File: config.mk
export PLATFORM = sky130hd
export DESIGN_NAME = uart_cmd_parser
export DESIGN_NICKNAME = d
export VERILOG_FILES = /design/src/rtl/uart_cmd_parser.sv
export SDC_FILE = /design/constraint.sdc
export NUM_CORES = 1
export LEC_CHECK = 0
export CORE_MARGIN = 3
export CORE_UTILIZATION = 40
export DETAILED_ROUTE_END_ITERATION = 10
export HOLD_SLACK_MARGIN = 0.02
export PLACE_DENSITY = 0.7
export SLEW_MARGIN = 30
export SYNTH_ARGS = -nofsm -noshare
export SYNTH_HDL_FRONTEND = slang
export SYNTH_SLANG_ARGS = --single-unit
File: constraint.sdc
create_clock -name clk -period 7.85 [get_ports clk]
set_clock_uncertainty 0.1 [all_clocks]
set_input_delay 1.1775 -clock clk [delete_from_list [all_inputs] [get_ports clk]]
set_output_delay 1.1775 -clock clk [all_outputs]
set_load 0.05 [all_outputs]
File: src/rtl/uart_cmd_parser.sv
// uart_cmd_parser: byte-level W/R command decoder driving a bank of 32-bit
// control registers, replying to the UART transmitter over valid/ready.
// Optional trailing XOR checksum byte is enabled by defining CMD_CHECKSUM_EN.
module uart_cmd_parser #(
  parameter int         NUM_REGS       = 8,
  parameter logic [7:0] STATUS_ADDR    = 8'h80,
  parameter int         TIMEOUT_CYCLES = 1000000
) (
  input  logic                     clk,
  input  logic                     rst,
  input  logic [7:0]               rx_data,
  input  logic                     rx_valid,
  output logic [7:0]               tx_data,
  output logic                     tx_valid,
  input  logic                     tx_ready,
  output logic [NUM_REGS*32-1:0]   regs_out,
  output logic [NUM_REGS-1:0]      wr_strobe,
  input  logic [31:0]              status_in,
  output logic                     busy
);

  localparam int             AW       = (NUM_REGS > 1) ? $clog2(NUM_REGS) : 1;
  localparam int             TW       = (TIMEOUT_CYCLES > 2) ? $clog2(TIMEOUT_CYCLES) : 1;
  localparam logic [TW-1:0]  TMO_LAST = TW'(TIMEOUT_CYCLES - 1);
  localparam logic [7:0]     NREGS8   = 8'(NUM_REGS);
  localparam logic [7:0]     CH_W = 8'h57, CH_R = 8'h52, CH_E = 8'h45, CH_K = 8'h4B;

  typedef enum logic [2:0] {
    IDLE,
    GET_ADDR,
    GET_DATA,
`ifdef CMD_CHECKSUM_EN
    GET_CSUM,
`endif
    EXEC,
    SEND
  } state_t;

  state_t        state_q, state_d;
  logic          is_wr_q, is_wr_d;
  logic [7:0]    addr_q, addr_d;
  logic [31:0]   data_q, data_d;
  logic [1:0]    idx_q, idx_d;
  logic [TW-1:0] tmo_q, tmo_d;
  logic [7:0]    tx_data_q, tx_data_d;
  logic          tx_valid_q, tx_valid_d;
  logic [23:0]   resp_q, resp_d;
  logic [1:0]    rem_q, rem_d;
`ifdef CMD_CHECKSUM_EN
  logic [7:0]    csum_q, csum_d;
  logic          csum_ok_q, csum_ok_d;
`endif

  logic [31:0]   regs_q [NUM_REGS];
  logic [AW-1:0] ridx;
  logic          legal, wr_en, in_get, tmo_hit;
  logic [31:0]   rd_word;
  state_t        after_payload;

  assign ridx     = addr_q[AW-1:0];
  assign legal    = addr_q < NREGS8;
  assign rd_word  = regs_q[ridx];
  assign tmo_hit  = tmo_q == TMO_LAST;
  assign tx_data  = tx_data_q;
  assign tx_valid = tx_valid_q;
  assign busy     = state_q != IDLE;
`ifdef CMD_CHECKSUM_EN
  assign in_get        = (state_q == GET_ADDR) || (state_q == GET_DATA) || (state_q == GET_CSUM);
  assign after_payload = GET_CSUM;
`else
  assign in_get        = (state_q == GET_ADDR) || (state_q == GET_DATA);
  assign after_payload = EXEC;
`endif

  // Flatten register bank and decode the one-hot write strobe
  always_comb begin
    regs_out  = '0;
    wr_strobe = '0;
    for (int unsigned i = 0; i < NUM_REGS; i++) begin
      regs_out[32*i +: 32] = regs_q[i];
      wr_strobe[i]         = wr_en && (ridx == AW'(i));
    end
  end

  // Next-state, response and timeout logic
  always_comb begin
    state_d    = state_q;
    is_wr_d    = is_wr_q;
    addr_d     = addr_q;
    data_d     = data_q;
    idx_d      = idx_q;
    tmo_d      = '0;
    tx_data_d  = tx_data_q;
    tx_valid_d = tx_valid_q;
    resp_d     = resp_q;
    rem_d      = rem_q;
    wr_en      = 1'b0;
`ifdef CMD_CHECKSUM_EN
    csum_d     = csum_q;
    csum_ok_d  = csum_ok_q;
`endif
    // A byte in the limit cycle takes priority over the timeout
    if (in_get && !rx_valid && !tmo_hit) tmo_d = tmo_q + 1'b1;

    case (state_q)
      IDLE: if (rx_valid) begin
`ifdef CMD_CHECKSUM_EN
        csum_d = rx_data;
`endif
        if (rx_data == CH_W || rx_data == CH_R) begin
          is_wr_d = rx_data == CH_W;
          state_d = GET_ADDR;
        end else begin
          tx_data_d  = CH_E;
          tx_valid_d = 1'b1;
          rem_d      = '0;
          state_d    = SEND;
        end
      end
      GET_ADDR: if (rx_valid) begin
`ifdef CMD_CHECKSUM_EN
        csum_d = csum_q ^ rx_data;
`endif
        addr_d  = rx_data;
        idx_d   = '0;
        state_d = is_wr_q ? GET_DATA : after_payload;
      end else if (tmo_hit) begin
        state_d = IDLE;
      end
      GET_DATA: if (rx_valid) begin
`ifdef CMD_CHECKSUM_EN
        csum_d = csum_q ^ rx_data;
`endif
        data_d = {data_q[23:0], rx_data};
        idx_d  = idx_q + 1'b1;
        if (idx_q == 2'd3) state_d = after_payload;
      end else if (tmo_hit) begin
        state_d = IDLE;
      end
`ifdef CMD_CHECKSUM_EN
      GET_CSUM: if (rx_valid) begin
        csum_ok_d = rx_data == csum_q;
        state_d   = EXEC;
      end else if (tmo_hit) begin
        state_d = IDLE;
      end
`endif
      EXEC: begin
        state_d    = SEND;
        tx_valid_d = 1'b1;
        rem_d      = '0;
        tx_data_d  = CH_E;
`ifdef CMD_CHECKSUM_EN
        if (!csum_ok_q) tx_data_d = 8'h43;
        else
`endif
        if (is_wr_q) begin
          if (legal) begin
            wr_en     = 1'b1;
            tx_data_d = CH_K;
          end
        end else if (legal) begin
          tx_data_d = rd_word[31:24];
          resp_d    = rd_word[23:0];
          rem_d     = 2'd3;
        end else if (addr_q == STATUS_ADDR) begin
          tx_data_d = status_in[31:24];
          resp_d    = status_in[23:0];
          rem_d     = 2'd3;
        end
      end
      SEND: if (tx_ready) begin
        if (rem_q == '0) begin
          tx_valid_d = 1'b0;
          state_d    = IDLE;
        end else begin
          tx_data_d = resp_q[23:16];
          resp_d    = {resp_q[15:0], 8'h00};
          rem_d     = rem_q - 1'b1;
        end
      end
      default: state_d = IDLE;
    endcase
  end

  // Control state registers
  always_ff @(posedge clk) begin
    if (rst) begin
      state_q    <= IDLE;
      is_wr_q    <= 1'b0;
      addr_q     <= '0;
      data_q     <= '0;
      idx_q      <= '0;
      tmo_q      <= '0;
      tx_data_q  <= '0;
      tx_valid_q <= 1'b0;
      resp_q     <= '0;
      rem_q      <= '0;
`ifdef CMD_CHECKSUM_EN
      csum_q     <= '0;
      csum_ok_q  <= 1'b0;
`endif
    end else begin
      state_q    <= state_d;
      is_wr_q    <= is_wr_d;
      addr_q     <= addr_d;
      data_q     <= data_d;
      idx_q      <= idx_d;
      tmo_q      <= tmo_d;
      tx_data_q  <= tx_data_d;
      tx_valid_q <= tx_valid_d;
      resp_q     <= resp_d;
      rem_q      <= rem_d;
`ifdef CMD_CHECKSUM_EN
      csum_q     <= csum_d;
      csum_ok_q  <= csum_ok_d;
`endif
    end
  end

  // Control register bank, written only from EXEC
  always_ff @(posedge clk) begin
    if (rst) begin
      for (int unsigned i = 0; i < NUM_REGS; i++) regs_q[i] <= '0;
    end else if (wr_en) begin
      regs_q[ridx] <= data_q;
    end
  end

endmodule
; ---- Word level (Yosys, flattened, before mapping)
; Memories as Yosys holds them, arrays and structs flattened. A register that Yosys moved wholly into a read port is not among the register bits.
; Cells that the tools add are included.
[word_totals]
word_cells = 127
memories = 1
reg_bits = 101
output_inout_bits = 274
ram_bits = 256
inputBits = 44
[classes]
eq_ne = 26
magnitude_cmp = 1
n_bitwise = 1
add_sub_neg = 3
muxes = 54
reduce_logical = 31
[mem_list]
columns = memory, words, word_bits, read_ports, rd_clocked_by_memory_dff, write_ports, line_no
row1 = regs_q, 8, 32, 9, 1, 8, 54  ; logic [31:0] regs_q [NUM_REGS];
[ops]
columns = op, n
row1 = 2-to-1 mux 24 bit, 5
row2 = 2-to-1 mux 8 bit, 7
row3 = one-hot mux 24 bit (2 select lines), 1
row4 = 2-to-1 mux 3 bit, 11
row5 = 2-to-1 mux 32 bit, 1
row6 = OR reduction 32 bit, 1
row7 = one-hot mux 8 bit (3 select lines), 1
row8 = adder 20 x 1 -> 20 bit (second input constant), 1
row9 = == test 20 bit (second input constant), 1
row10 = 2-to-1 mux 2 bit, 9
row11 = == test 8 x 7 -> 1 bit (second input constant), 2
row12 = != test 2 bit (second input constant), 8
row13 = == test 3 bit (second input constant), 5
row14 = one-hot mux 3 bit (5 select lines), 1
row15 = AND reduction 5 bit, 3
row16 = 2-to-1 mux 1 bit, 14
row17 = == test 3 x 2 -> 1 bit (second input constant), 4
row18 = logical AND 1 bit, 10
row19 = == test 8 bit (second input constant), 1
row20 = less-than comparator 8 x 4 -> 1 bit (second input constant), 1
row21 = == test 3 x 1 -> 1 bit (second input constant), 2
row22 = logical NOT 3 bit, 2
row23 = one-hot mux 2 bit (3 select lines), 1
row24 = AND reduction 3 bit, 2
row25 = other kinds (17), 22

; ---- Longest topological paths before layout
; Gate-level depths: netlist (run 1).
[depth]
word_depth = 9
mapped_depth = 8
depth_no_buf = 6

; ---- Worst setup path after synthesis (run 1)
; No wires, ideal clock.
[synth_path]
path_kind = register -> register
start = reg addr_q[4]
end = mem regs_q[2][0], enable pin
path_slack_ns = 3.565
t_arrival_ns = 3.719
path_stages_with_launch = 6
required_ns = 7.284
cell_sequence = dfxtp_1 > or4_4 > nor2_4 > nand4b_1 > buf_2 > o21ai_0
[synth_lines]
columns = item, line_no
row1 = from (decl), 41  ; logic [7:0] addr_q, addr_d;
row2 = from (signal assigned), 206  ; addr_q <= addr_d;
row3 = to (decl), 54

; ---- Final worst setup path (run 1)
[layout_path]
start = reg addr_q[4]
end = out wr_strobe[1]
[layout_between]
elab_chain_len = 5
[layout_rtl]
columns = item, line_no
row1 = less-than comparator 8 x 4 -> 1 bit, 61  ; assign legal = addr_q < NREGS8;
row2 = 2-to-1 mux 1 bit, 158  ; if (legal) begin
row3 = 2-to-1 mux 1 bit, 157  ; if (is_wr_q) begin
row4 = 2-to-1 mux 1 bit, 105  ; case (state_q)
row5 = logical AND 1 bit, 81  ; wr_strobe[i] = wr_en && (ridx == AW'(i));
row6 = to (decl), 17  ; output logic [NUM_REGS-1:0] wr_strobe,
; Every way passes these cells.

==> run metrics, run 1 <==
max-slew violations 0; Post-Syn Instances 1,261; Starting Density 0.4107; HP Class flop to flop; CP Class flop to primary output; Fillers 3,316; Final HPWL DP roughly 38,000 um; Worst Hold Depth 2; Bufs on Longest Clock Path 3; I/O pins roughly 320; slowest cell on the critical path clkdlybuf4s50_1; Setup Buffers After CTS 0; sw power ~0.0012 W; Routed WL between 50,000 and 60,000 um; GRT Total Usage 0.2542; top-count cell post-synth and2_1; clk root buf clkbuf_16; die area between 40,000 and 50,000 um2; Util after Layout 0.5414; critical-path cell list or4_4 > nor2_4 > buf_4 > nand4b_1 > buf_4 > nor2_1 > clkdlybuf4s50_1; sequential area share after synthesis 0.6056; max incr delay on CP ~0.84 ns; critical path depth in cells 7; clock group share of total power 0.403; most common library cells after synthesis and2_1, edfxtp_1, nand2_1; max_slew headroom 0.3258; post-CTS sizing 0; WL/cell ~26 um; Seq cells post-synth 360; dpl cells ~2,000; setup TNS 0 ns; Crit path top cell by count buf_4; die width around 210 um; main flop type after synthesis edfxtp_1; clock latency on the worst-skew pair 0.52 ns; max cap viols 0; Startpoint Class flop; first-pass detailed-route iteration total 5; Max Clk Rate between 200 and 250 MHz; Worst Path Required 6.57 ns; Critical Path Sink Type primary output; EDFF count, synth ~260; DRC 0; R2R depth 7; port bufs roughly 320; vias in the first global route between 10,000 and 15,000; CTS Buf Count 40; Placer Congestion roughly 0.88; synth unique cells 64; CP max FO 61; outcome finished clean; die height approximately 210 um; layout cells sized above 1 0.1293; RSZ-0062 raised after global routing no; clock-pin slew on the worst setup and hold paths about 0.060 ns; initial DRC count around 1,000; maximum vdd ir drop 0.1539 mV; clk sinks between 300 and 400; core area between 30,000 and 40,000 um2; DR vias between 10,000 and 15,000; Lkg Pwr 7.211 nW; Final Instance Count excl. Fillers between 2,000 and 2,500; switching share of total power 0.2678; final hold slack approximately 0.35 ns; cell row count a little over 70; Synthesized Nets 1,308; Antenna Cells 0; P per Cell Area ~220 nW/um2; Final Hold Fails 0; Sequential Power Share 0.469; largest net degree at the start of global routing 62; Synth Warn # 0; GRT Residual Overflow 0; Tightest Pin Transition between 0.9 and 1 ns; cell taking the most area after synthesis edfxtp_1; Top delay family on crit path buffers and inverters; Synth area leaders edfxtp_1, dfxtp_1, and2_1, mux4_2, nand2_1; Via-to-Cell Ratio approximately 5.5; Avg Inst Size Synth approximately 13 um2; Nets 1,609; Post-Syn Area 16,130 um2; Pwr Total ~0.0046 W; Gate power share 0.128; P_int around 0.0034 W; post-route clock period utilization 0.6081; Layout area overhead 31.82%; antenna violations before repair 1; Final ANT Viol Nets 0; hold_buf cts 0; fin crit period 4.773 ns; CTS tree done; Synth async-reset ratio 0; first-pass GRT wire length ~80,000 um; CP bufs+invs 3; CP arrival about 3.5 ns; H-tree Lvls 2; Yosys top cell area share 0.4765; final setup violation count 0
==> kinds of logic after synthesis <==
logic type	count (synthesis)	synth area share
xor gates and xnor gates	19	0.01032
muxes	95	0.1080
DFF	360	0.6056
and+or+nand+nor	501	0.1710
adders and majority gates	3	0.002327
buffers and inverters	118	0.03095
AOI/OAI and AO/OA	165	0.07175
==> state kept, by name, indices dropped and copies added, names as in the netlist, named ones only <==
signal    flops
data_q       32
regs_q      256
is_wr_q       1
state_q       3
resp_q       24
addr_q        8
tmo_q        20
tx_valid      1
tx_data       8
idx_q         2
rem_q         2
==> power groups by stage <==
stage | clock network [W] | registers (W) | logic, W
floorplan | 0 | 0.00244 | 0.000113
global placement | 0 | 0.00221 | 0.000589
CTS | 0.00189 | 0.00217 | 0.000594
global route | 0.00197 | 0.00218 | 0.000614
finish | 0.00186 | 0.00217 | 0.000593
detailed placement | 0 | 0.00221 | 0.000591
==> cell type report <==
type                            count  area (um2)  share of cell area
Sequential cell                   360        9781              0.4600
Multi-Input combinational cell    783        6010              0.2826
Timing Repair Buffer              344        3393              0.1596
Clock buffer                       53        1141             0.05366
Tap cell                          518       648.1             0.03048
Clock inverter                     20       167.7            0.007885
Inverter                           33       123.9            0.005825
==> worst paths after layout <==
kind,startpoint,endpoint,slack [ns]
max reg2reg,addr_q[4],regs_q[3][31],4.37
min reg2reg,resp_q[3],resp_q[3],0.35
min,resp_q[3],resp_q[3],0.35
max,addr_q[4],wr_strobe[1],3.08
==> per-stage QoR <==
stage / instance area [um2] / worst slack (ns)
CTS: 21260 / 3.105
finish: 21260 / 3.077
detailed placement: 19950 / 3.632
global placement: 19920 / 3.666
global route: 21260 / 2.967
floorplan: 16130 / 3.565
==> worst register-to-register path: stages (launching register included) <==
cell	delay, ns
dfxtp_1	0.31
or4_4	0.59
nor2_4	0.11
buf_4	0.48
nand4b_1	0.23
buf_4	0.29
o21ai_4	0.56
buf_4	0.48
==> cell usage in the layout, fill, tap and decap left out, drive strengths merged, types with 3 or more instances in the layout <==
cell and n:
ha 3, a211oi 4, clkdlybuf4s50 316, o21ai 31, or3 3, nand4 5, and2 259, xor2 13
mux2 3, a221oi 23, clkinv 16, buf 28, nor3 10, a211o 3, edfxtp 256, dfxtp 104
nor2 47, mux2i 29, a21oi 68, inv 34, nand2 129, nand4b 4, o211ai 18, nor2b 6
nand3 15, xnor2 6, clkbuf 53, and3 5, mux4 63
==> routing by layer <==
layer	vias to the layer above	routed length (um)	global-route usage
li1	5164	-	-
met1	5826	21640	0.3490
met2	631	25810	0.3979
met3	86	6075	0.07496
met4	2	1511	0.06887
met5	-	9	0
Power figures use the tool's default switching activity.
==> run 2: changes to the inputs <==
clock period = 4.59 ns   (was 7.85 ns; I/O delays follow)
==> run 2 against run 1 <==
- first-iteration DRC count is 4.0% higher
- sequential share of layout area down 0.34 points
- die area did not move
- critical path type unchanged
- hold slack improved by 0.0015 ns
- setup slack worse by 2.0 ns
==> run metrics, run 2 (synthesized netlist as in run 1, its figures left out) <==
outcome finished clean; initial DRC count just over 1,000; GRT Total Usage 0.2527; most frequent cells in the layout clkdlybuf4s50_1, and2_1, edfxtp_1, nand2_1, dfxtp_1; Gate power share 0.125; Routed WL between 50,000 and 60,000 um; antenna violations before repair 2; P_int just under 0.006 W; Placer Congestion roughly 0.9; Setup WS post-layout about 1.1 ns; biggest regs regs_q x256, data_q x32, resp_q x24; post-route clock period utilization 0.7682; CTS tree done; Util after Layout 0.5455; commonest non-fill, non-tap cell in the layout clkdlybuf4s50_1; first-pass GRT wire length just under 80,000 um; Top delay family on crit path simple AND/OR/NAND/NOR gates; post-route design area roughly 21,000 um2; Starting Density 0.4107; WL/cell approximately 26 um; max-slew violations 0; slowest cell on the critical path nor2_1; hold_buf cts 0; cell row count between 70 and 80; vias in the first global route between 10,000 and 15,000; Lkg Pwr ~7.3 nW; CP max FO 13; fin crit period between 3 and 4 ns; final hold slack approximately 0.35 ns; die height between 200 and 250 um; DRC 0; clock latency on the worst-skew pair 0.57 ns; Cell Area, Placed approximately 20,000 um2; max cap viols 0; maximum vdd ir drop between 0.2 and 0.3 mV; Nets roughly 1,600; Critical Path Sink Type primary output; Worst Path Required 3.80 ns; core area slightly below 40,000 um2; first-pass detailed-route iteration total 5; CP bufs+invs 2; CP Class flop to primary output; DR vias about 12,000; I/O pins between 300 and 400; sw power roughly 0.0021 W; clk sinks 360; GRT Residual Overflow 0; Layout area overhead 32.81%; max reg flops ~260; setup TNS 0 ns; Setup Buffers After CTS 0; die width between 200 and 250 um; clock-pin slew on the worst setup and hold paths 0.06 ns; dpl ws between 0.8 and 0.9 ns; P per Cell Area approximately 370 nW/um2; Tightest Pin Transition roughly 0.94 ns; max incr delay on CP 0.62 ns; CP arrival 2.74 ns; layout cells sized above 1 0.1317; Bufs on Longest Clock Path 3; H-tree Lvls 2; HP Class flop to flop; largest net degree at the start of global routing 64; critical-path cell list nand2_1 > nor2_1 > nand4b_1 > buf_4 > nor2_1 > buf_12; RSZ-0062 raised after global routing no; final setup violation count 0; Reg with most FFs regs_q; clock group share of total power 0.413; clk root buf clkbuf_16; switching share of total power 0.2663; Antenna Cells 0; Via-to-Cell Ratio 5.519; Sequential Power Share 0.461; Crit path top cell by count nor2_1; Startpoint Class flop; die area between 40,000 and 50,000 um2; Final HPWL DP about 39,000 um; port bufs 317; max_slew headroom 0.3723; post-CTS sizing 0; Final Hold Fails 0; CTS Buf Count 40; Final ANT Viol Nets 0; Max Clk Rate between 200 and 300 MHz
-- run 2: cell types whose count changed in the layout (fill, tap and decap cells not counted), moves of 2 or more --
cell,previous run,this run
clkinvlp_4,1,3
clkbuf_1,5,7
clkbuf_8,7,1
buf_12,0,11
clkdlybuf4s50_1,316,308
bufinv_16,2,6
clkinv_2,11,6
clkinv_1,3,7
-- run 2: worst min-delay path: stages (launching register included) --
cell and delay [ns]:
dfxtp_1 0.31, nand2_1 0.05, o21ai_1 0.05
-- run 2: path summary, 6_finish.rpt --
path	from	to	slack (ns)	depth (start not counted)
max	state_q[1]	wr_strobe[0]	1.06	6
min	resp_q[3]	resp_q[3]	0.35	2
max reg2reg	state_q[1]	regs_q[5][30]	1.31	6
min reg2reg	resp_q[3]	resp_q[3]	0.35	2
-- run 2: routing by layer --
metal,GRT usage,routed length [um]
met2,0.4085,26340
met4,0.06236,1136
met1,0.3417,21990
met5,0,11
met3,0.06931,5630
-- run 2: through the flow --
stage / power, W / instances
floorplan: 0.004360 / 1261
global placement: 0.004765 / 2038
detailed placement: 0.004773 / 2039
CTS: 0.008056 / 2112
global route: 0.008230 / 2113
finish: 0.008027 / 2113
-- run 2: power by group through the flow --
stage | registers (W) | logic [W] | clock network [W]
after floorplan | 0.00417 | 0.000194 | 0
after global placement | 0.00377 | 0.000997 | 0
after detailed placement | 0.00377 | 0.00100 | 0
after CTS | 0.00370 | 0.00101 | 0.00335
after global routing | 0.00371 | 0.00104 | 0.00348
final | 0.00370 | 0.00101 | 0.00332
-- run 2: layout make-up --
cell class,instances,area [um2]
Clock inverter,25,295.3
Clock buffer,48,1041
Timing Repair Buffer,346,3526
Multi-Input combinational cell,783,6010
Fill cell,3347,17850
Sequential cell,360,9781
Inverter,33,123.9
Tap cell,518,648.1
==> run 3: changes to the inputs <==
clock period = 3.4 ns   (was 4.59 ns; I/O delays follow)
==> run 3 against run 2 <==
- sequential share of layout area decreased by 0.52 points
- flip-flop and latch count unchanged
- register-to-register slack got worse by 0.63 ns
- wire length increased by 0.16%
- clock power increased by 36%
- die area unchanged
- total power increased by 36%
- non-clock buffer count increased by 25
- setup slack got worse by 0.66 ns
- critical path depth unchanged
- cell count increased by 1.2%
- count of clock-buffer cells in the layout increased by 10
==> run metrics, run 3 (synthesized netlist as in run 1, its figures left out) <==
clock-pin slew on the worst setup and hold paths ~0.06 ns; post-route clock period utilization 0.8807; Final ANT Viol Nets 0; switching share of total power 0.2615; largest net degree at the start of global routing 60; Startpoint Class flop; Final HPWL DP about 39,000 um; Final Hold Fails 0; max incr delay on CP slightly below 0.6 ns; commonest non-fill, non-tap cell in the layout clkdlybuf4s50_1; CTS Buf Count 40; Layout area overhead 34.29%; clk sinks between 300 and 400; P per Cell Area about 500 nW/um2; max_slew headroom 0.3668; Pwr Total around 0.011 W; Max Clk Rate roughly 330 MHz; first-pass detailed-route iteration total 5; Routed WL roughly 55,000 um; Gate power share 0.125; Lkg Pwr 7.448 nW; CP max FO 12; clock group share of total power 0.416; die width ~210 um; port bufs 317; core area just under 40,000 um2; outcome finished clean; RSZ-0062 raised after global routing no; post-CTS sizing 0; clock latency on the worst-skew pair ~0.55 ns; DR vias 11,890; critical-path cell list or4_4 > nor2_4 > nand4_1 > buf_4 > nor2_1 > buf_12; Tightest Pin Transition between 0.9 and 1 ns; most frequent cells in the layout clkdlybuf4s50_1, and2_1, edfxtp_1, nand2_1, dfxtp_1; GRT Residual Overflow 0; initial DRC count approximately 1,200; Setup Buffers After CTS 0; die area 42,770 um2; layout cells sized above 1 0.1457; Setup WS post-layout 0.4057 ns; vias in the first global route roughly 12,000; CP arrival around 2.4 ns; Via-to-Cell Ratio between 5 and 6; Critical Path Sink Type primary output; Antenna Cells 0; Cell Area, Placed around 20,000 um2; H-tree Lvls 2; Top delay family on crit path simple AND/OR/NAND/NOR gates; max reg flops 256; first-pass GRT wire length slightly below 80,000 um; CTS tree done; post-route design area approximately 22,000 um2; cell row count between 70 and 80; hold_buf cts 0; Bufs on Longest Clock Path 3; sw power 0.002848 W; biggest regs regs_q x256, data_q x32, resp_q x24; Reg with most FFs regs_q; Nets between 1,500 and 2,000; WL/cell between 20 and 30 um; max-slew violations 0; P_int between 0.008 and 0.009 W; Worst Path Required 2.79 ns; maximum vdd ir drop 0.4227 mV; Starting Density 0.4107; clk root buf clkbuf_16; Util after Layout 0.5515; die height 206.8 um; dpl ws between 0.5 and 0.6 ns; GRT Total Usage 0.2539; Sequential Power Share 0.459; Placer Congestion 0.8835; antenna violations before repair 2; fin crit period about 3.0 ns; I/O pins between 300 and 400; slowest cell on the critical path or4_4; final setup violation count 0; CP Class flop to primary output; CP bufs+invs 2; DRC 0; HP Class flop to flop; max cap viols 0
==> run 3: cell count changes in the layout (fill, tap and decap cells not counted), moves of 2 or more <==
cell,delta
buf_12,+2
buf_4,+24
bufinv_16,-2
clkbuf_1,+3
clkbuf_16,+3
clkbuf_8,+4
clkinv_1,-4
clkinvlp_4,-3
==> run 3: per-stage QoR <==
| step | setup TNS (ns) | std cells | hold slack [ns] |
|---|---|---|---|
| 2_1_floorplan | -108.57 | 1261 | 0.3254 |
| 3_3_place_gp | 0 | 2065 | 0.3420 |
| 3_5_place_dp | 0 | 2065 | 0.3393 |
| 4_1_cts | 0 | 2138 | 0.3476 |
| 5_1_grt | 0 | 2138 | 0.3800 |
| 6_report | 0 | 2138 | 0.3471 |
==> run 3: worst paths after layout <==
path / startpoint / endpoint / slack, ns / depth (start not counted)
setup / recovery: addr_q[4] / wr_strobe[7] / 0.41 / 6
hold / removal: resp_q[2] / resp_q[2] / 0.35 / 2
setup reg to reg: flop / tx_data[2] / 0.68 / 5
hold reg to reg: resp_q[2] / resp_q[2] / 0.35 / 2
==> run 3: worst min-delay path, stage by stage, from the launching register on <==
cell	delay [ns]
dfxtp_1	0.31
nand2_1	0.05
o21ai_1	0.05
==> run 3: cell type report <==
type	instances	area, um2
fillers	3244	17610
flip-flops and latches	360	9778
multi-input cells	783	6001
repair buffers	371	3719
clock buffers	58	1182
well taps	518	648.1
clock inverters	15	211.5
inverters	33	123.9
==> run 3: power groups by stage <==
stage          Sequential [W]  Combinational (W)  Clock (W)
6_report              0.00500            0.00136    0.00453
5_1_grt               0.00502            0.00141    0.00478
4_1_cts               0.00500            0.00137    0.00459
3_5_place_dp          0.00509            0.00136          0
3_3_place_gp          0.00509            0.00136          0
2_1_floorplan         0.00562           0.000262          0
==> run 3: layer usage <==
metal	routed length [um]	GRT usage	vias up
met5	0	0	-
met4	1689	0.07705	0
met3	5784	0.06288	95
met2	25650	0.4022	614
met1	22080	0.3489	5965
li1	-	-	5220
